`config.mk`:
```
export PLATFORM = sky130hd
export DESIGN_NAME = ped_request
export DESIGN_NICKNAME = d
export VERILOG_FILES = /design/src/rtl/ped_request.sv
export SDC_FILE = /design/constraint.sdc
export NUM_CORES = 1
export LEC_CHECK = 0
export ABC_AREA = 1
export BUFFER_PORTS_ARGS = -buffer_cell sky130_fd_sc_hd__buf_2
export CELL_PAD_IN_SITES_DETAIL_PLACEMENT = 0
export CELL_PAD_IN_SITES_GLOBAL_PLACEMENT = 1
export CORE_UTILIZATION = 30
export DETAILED_ROUTE_END_ITERATION = 8
export HOLD_SLACK_MARGIN = 0.15
export PLACE_DENSITY_LB_ADDON = 0.1
export SLEW_MARGIN = 15
export SYNTH_ARGS = -nofsm -noshare
export SYNTH_HDL_FRONTEND = slang
export SYNTH_SLANG_ARGS = --single-unit
```
`constraint.sdc`:
```
create_clock -name clk -period 1.5 [get_ports clk]
set_input_delay 0.15 -clock clk [delete_from_list [all_inputs] [get_ports clk]]
set_output_delay 0.15 -clock clk [all_outputs]
set_load 0.005 [all_outputs]
```
`src/rtl/ped_request.sv`:
```
// Pedestrian pushbutton front end: synchronizer, debouncer and request FSM.
// Define PED_REQ_TIMEOUT_EN to drop requests left unserved for TIMEOUT cycles.
module ped_request #(
    parameter int unsigned DB_CYCLES = 4,
    parameter int unsigned TIMEOUT   = 200
) (
    input  logic       clk,
    input  logic       reset,
    input  logic       key_raw,
    input  logic       walk_on,
    output logic       btn,
    output logic [1:0] state,
    output logic [7:0] wait_cnt,
    output logic       tmo
);

    typedef enum logic [1:0] {
        StIdle    = 2'b00,
        StPend    = 2'b01,
        StServe   = 2'b10,
        StHoldoff = 2'b11
    } state_e;

    localparam logic [3:0] DbLast = 4'(DB_CYCLES - 1);

    if (DB_CYCLES == 0 || DB_CYCLES > 15 || TIMEOUT == 0 || TIMEOUT > 255) begin : g_bad_param
        $error("ped_request: DB_CYCLES or TIMEOUT out of range");
    end

    logic       sync1;
    logic       key_s;
    logic [1:0] sync_vld;
    logic       key_db;
    logic [3:0] db_cnt;
    logic       armed;
    state_e     state_q;

    assign state = state_q;

    // sync_vld marks when key_s holds a real sample rather than its reset value
    always_ff @(posedge clk or negedge reset) begin
        if (!reset) begin
            sync1    <= 1'b0;
            key_s    <= 1'b0;
            sync_vld <= 2'b00;
        end else begin
            sync1    <= key_raw;
            key_s    <= sync1;
            sync_vld <= {sync_vld[0], 1'b1};
        end
    end

    always_ff @(posedge clk or negedge reset) begin
        if (!reset) begin
            key_db <= 1'b0;
            db_cnt <= 4'd0;
        end else if (key_s == key_db) begin
            db_cnt <= 4'd0;
        end else if (db_cnt == DbLast) begin
            key_db <= ~key_db;
            db_cnt <= 4'd0;
        end else begin
            db_cnt <= db_cnt + 4'd1;
        end
    end

`ifdef PED_REQ_TIMEOUT_EN
    localparam logic [7:0] TmoLast = 8'(TIMEOUT - 1);
    logic tmo_q;
    assign tmo = tmo_q;
`else
    assign tmo = 1'b0;
`endif

    // A request is taken one edge after key_db rises, and only once the key has been
    // seen released since the last request or reset, so a held key never re-requests.
    always_ff @(posedge clk or negedge reset) begin
        if (!reset) begin
            state_q  <= StIdle;
            btn      <= 1'b0;
            wait_cnt <= 8'd0;
            armed    <= 1'b0;
`ifdef PED_REQ_TIMEOUT_EN
            tmo_q    <= 1'b0;
`endif
        end else begin
`ifdef PED_REQ_TIMEOUT_EN
            tmo_q <= 1'b0;
`endif
            if (state_q == StIdle && key_db && armed) begin
                armed <= 1'b0;
            end else if (sync_vld[1] && !key_s && !key_db) begin
                armed <= 1'b1;
            end

            unique case (state_q)
                StIdle: begin
                    if (key_db && armed) begin
                        state_q  <= StPend;
                        btn      <= 1'b1;
                        wait_cnt <= 8'd0;
                    end
                end
                StPend: begin
                    if (walk_on) begin
                        state_q <= StServe;
                        btn     <= 1'b0;
                    end
`ifdef PED_REQ_TIMEOUT_EN
                    else if (wait_cnt == TmoLast) begin
                        state_q  <= StIdle;
                        btn      <= 1'b0;
                        wait_cnt <= 8'd0;
                        tmo_q    <= 1'b1;
                    end
`endif
                    else if (wait_cnt != 8'hff) begin
                        wait_cnt <= wait_cnt + 8'd1;
                    end
                end
                StServe: begin
                    if (!walk_on) begin
                        state_q <= StHoldoff;
                    end
                end
                StHoldoff: begin
                    if (!key_db) begin
                        state_q  <= StIdle;
                        wait_cnt <= 8'd0;
                    end
                end
                default: state_q <= StIdle;
            endcase
        end
    end

endmodule

```
# After elaboration in Yosys (flattened, before gate mapping)
# Index checks and enable logic that the tools add are counted.
# op_classes
n_addsub	2
eq_ne	12
mux	17
bitwise_logic	2
n_reduce_logical	15
# op_table
cell	n
2-to-1 mux 8 bit	4
case mux 8 bit (3 select lines)	1
inequality test 2 bit, second input constant	5
adder 8 x 1 -> 8 bit, second input constant	1
2-to-1 mux 2 bit	4
2-to-1 mux 4 bit	2
inequality test 8 bit, second input constant	1
case mux 2 bit (4 select lines)	1
logical AND 1 bit	5
AND reduction 5 bit	1
adder 4 x 1 -> 4 bit, second input constant	1
== test 2 bit, second input constant	2
== test 4 x 2 -> 1 bit, second input constant	1
2-to-1 mux 1 bit	4
AND reduction 4 bit	1
nonzero test 2 bit	2
AND reduction 3 bit	1
nonzero test 3 bit	1
== test 2 x 1 -> 1 bit, second input constant	1
zero test 1 bit	2
zero test 2 bit	1
inequality test 2 x 1 -> 1 bit, second input constant	1
inverter 1 bit	2
case mux 1 bit (2 select lines)	1
2 further kinds	2
# word_totals
ff_bits	21
in_bits	4
out_inout_bits	12
word_cells	57

# Depth between registers and ports, before layout
# logic_depth
ltp_word	5
ltp_mapped	10
mapped_depth_nobuf	9

# Worst setup path after synthesis
# OpenSTA, ideal clock, no wires.
# synth_timing
path_type	register to register
startpoint	reg state_q[1] (netlist: state[1])
endpoint	reg wait_cnt[6]
t_arrival_ns	1.373
path_slack_ns	0.008
path_stages_with_launch	11
n_path_buf	2
synth_period_minus_slack_ns	1.492
path_cell_list	dfrtp_1 -> inv_1 -> ha_1 -> buf_4 -> nand2_1 -> nand2_1 -> nor2_4 -> nand2_4 -> buf_8 -> nand2_1 -> o21ai_2
# synth_between
elab_chain_len	3
word_cells_on_any_way	10
cone_classes	eq/ne (6); mux (1); reduce/logical (3)
# synth_lines
item	line	source
from (decl)	36	state_e state_q;
from (signal assigned)	79	state_q <= StIdle;
from (signal assigned)	99	state_q <= StPend;
from (signal assigned)	106	state_q <= StServe;
== test 2 x 1 -> 1 bit, or another cell as far along	96	unique case (state_q)
inequality test 2 bit (no line), or another cell as far along	-	
AND reduction 5 bit (no line)	-	
to (signal assigned)	118	wait_cnt <= wait_cnt + 8'd1;
to (decl)	13	output logic [7:0] wait_cnt,
# Parallel ways exist; a longest one is shown, timed or not.
# A chain may end at the register's enable or synchronous reset.

# Final worst setup path
# layout_timing
startpoint	reg state_q[1] (netlist: state[1])
endpoint	reg wait_cnt[7]
# Same word-level chain as after synthesis.

==> summary.txt <==
Run status
  • Status: complete, no violations

Power and ir drop
  • Pwr dens: 1530 nW/um^2
  • Maximum VDD drop: 823 uV
  • NetSw: 0.838 mW
  • Logic pwr share: 44.7%
  • Switching share of power: 40.2%
  • Share of power burned in registers: 37.6%
  • Pleak: 0.665 nW
  • Power share of the clock group: 17.7%
  • Internal power: 1.24 mW

Synthesis
  • Most frequent cells after synthesis: nand2_1, dfrtp_1, nor2_1
  • Top FF cell, synth: dfrtp_1
  • Cell with the most instances after synthesis: nand2_1
  • Unique masters post-synth: 26
  • Mapped Nets: 140
  • Post-synth EDFFs: 0
  • Yosys warnings: 0
  • Post-Synthesis Cell Area: 1130 um^2
  • Avg Cell Area, Syn: 8.77 um^2
  • #FFs+latches synth: 21
  • Post-synthesis sequential area ratio: 46.5%
  • Post-synth top area share: 46.5%
  • Synth area leader: dfrtp_1
  • Async SR Flop Fraction: 100%
  • Syn Inst Count: 129
  • Largest cells by area after synthesis: dfrtp_1, nand2_1, ha_1, nor2_1, o21ai_2

Placed design
  • Placed cells: 193
  • GP Congestion: 0.784
  • Placed Area: 1280 um^2
  • Detail Placement HPWL: 1610 um
  • I/O Buffers: 14

Clocking
  • Htree depth: 1
  • Post-CTS Setup Inserts: 0
  • Clk Tree Root Cell: clkbuf_8
  • Later-pin clock latency in the skew report: 260 ps
  • CTS buffer count: 3
  • Clock sinks: 21
  • Clock-pin transition on the worst setup and hold timing paths: 80 ps
  • CTS max path bufs: 2
  • CTS tree: yes

Floorplan
  • Core area: 3470 um^2
  • Chip width: 63.4 um
  • I/O pin count: 16
  • Die H: 63.4 um
  • Die Area: 4020 um^2
  • Rows: 21
  • Starting density of the core: 32.6%

Timing
  • Tmin final: 1380 ps
  • RSZ-0062 raised after global routing: false
  • Slew Limit Fails: 0
  • Final-report setup violation count: 0
  • Setup TNS: 0 ps
  • Tcrit/Tclk final: 92.2%
  • Maximum clock rate: 0.723 GHz
  • Final Hold Vio Count: 0
  • Skew final: 7.44 ps

Finish
  • Area grow syn2layout: 20.4%
  • Share of cells above drive strength 1: 27.5%
  • # diodes: 0
  • Multi-input gate area: 541 um^2
  • Fin area: 1360 um^2
  • Reg area: 527 um^2
  • Final non-filler cell total: 199
  • # nets final: 165
  • Fillers: 399

Min path
  • Hold WC Path Type: in -> reg

Drt
  • Routed Antenna Nets: 0
  • 1st-iter DRT viols: 19
  • Via-to-Cell Ratio: 4.30
  • DRC: 0
  • Vias: 856
  • Initial DRT Pass Iterations: 4
  • Average wire per standard cell: 10.6 um
  • WL final: 2120 um

Worst setup path
  • Critical path fanouts, max: 16
  • WP data required: 1650 ps
  • Max stage delay on crit path: 350 ps
  • Slowest CP cell: dfrtp_1
  • Kind of critical path: reg -> reg
  • CP endpoint kind: flop
  • Most used cell, CP: nand2_2
  • Startpoint types: flop
  • Arrival @ worst endpoint: 1540 ps
  • Bufs and invs on worst path: 2
  • Worst path top cell family by delay: simple AND/OR/NAND/NOR gates
  • CP cell instances: inv_1 > buf_4 > ha_2 > nand2_2 > nand2_2 > nor2_4 > nand2_8 > nand2_1 > o21ai_2

Run
  • Max cap viols: 0

GRT
  • Global-route wire length before repair: 3630 um
  • Largest net degree at the start of global routing: 22
  • Overall Global Routing Usage: 11.8%
  • Vias in the first global route: 801
  • Antenna violations before repair: 0
  • GRT Residual Overflow: 0
registers in the layout, indices dropped and copies added, names as in the netlist:
signal    cells
key_db        1
sync_vld      2
sync1         1
armed         1
state         2
btn           1
key_s         1
db_cnt        4
wait_cnt      8
power groups by stage:
stage | sequential [mW] | clock (mW) | combinational (mW)
after CTS | 0.781 | 0.388 | 0.908
after floorplan | 0.789 | 0 | 0.695
final | 0.784 | 0.368 | 0.931
after global routing | 0.800 | 0.416 | 1.08
after global placement | 0.786 | 0 | 0.897
after detailed placement | 0.793 | 0 | 0.900
metal layers:
| metal | GRT usage [%] | share of wire [%] | routed length (um) |
|---|---|---|---|
| met5 | 0 | 0 | 0 |
| met1 | 15.9 | 50 | 1070 |
| met4 | 3.41 | 0.85 | 18 |
| met3 | 3.80 | 3.5 | 75 |
| met2 | 18.0 | 45 | 955 |
cells by family after synthesis:
| kind of cell | synth area share (%) |
|---|---|
| other | 0.664 |
| AO/OA/AOI/OAI | 9.07 |
| AND/OR/NAND/NOR | 25.0 |
| multiplexers | 0.996 |
| buffers and inverters | 6.97 |
| adder cells (fa/ha/maj) | 7.74 |
| XOR/XNOR | 3.10 |
| flip-flops | 46.5 |
cell usage in the layout (no fill, tap or decap):
master          n
mux2_1          1
nand2_2         4
nand2_8         1
o211ai_1        1
ha_1            5
xor2_1          3
nand4_1         1
a31oi_1         1
nand2_1        31
xnor2_1         1
conb_1          2
nand3_2         1
dlygate4sd3_1   2
buf_2          14
nor2_1         16
inv_2           2
clkbuf_1        1
clkbuf_8        3
a21oi_1         3
inv_1          11
o21bai_1        2
nand3_1         6
nor2_4          1
ha_2            2
buf_4           7
o21ai_1         3
dfrtp_2         1
or2_1           1
o21ai_2         5
dfrtp_1        20
nor2_2          1
area by class of cell:
cell class	count	area share, %
clock buffers	4	3.31
inverters	13	3.58
multi-input cells	92	39.7
flip-flops and latches	21	38.7
well taps	46	4.23
repair buffers	23	10.5
repair_timing:
action                     CTS  global route
setup endpoints to repair    0            10
hold endpoints to repair    22             0
hold buffers                 2             0
resized for setup            0             4
worst paths after layout:
path / startpoint / end / slack, ps / cells past startpoint
min in group asynchronous: reset / state[1] / 380 / 2
worst min-delay path: walk_on / btn / 260 / 3
max in group asynchronous: reset / state[0] / 770 / 2
worst max register to register: state[1] / wait_cnt[7] / 120 / 9
worst min register to register: sync_vld[0] / sync_vld[1] / 350 / 0
worst max-delay path: state[1] / wait_cnt[7] / 120 / 9
per-stage QoR:
step	power [mW]	setup WS, ps	util, %	hold slack (ps)
after CTS	2.08	45.9	38.8	259
after global routing	2.29	22.4	39.2	265
final	2.08	117	39.2	259
after floorplan	1.48	8.41	-	-146
after detailed placement	1.69	55.1	36.9	155
after global placement	1.68	55.6	36.9	153
worst register-to-register path, delay by kind of cell (launching register included):
kind	cells	cell delay, ps
buffers and inverters	2	190
adder cells (fa/ha/maj)	1	190
AO/OA/AOI/OAI	1	50
AND/OR/NAND/NOR	5	490
flip-flops	1	350
No activity file was read; power rests on OpenSTA's default activity.
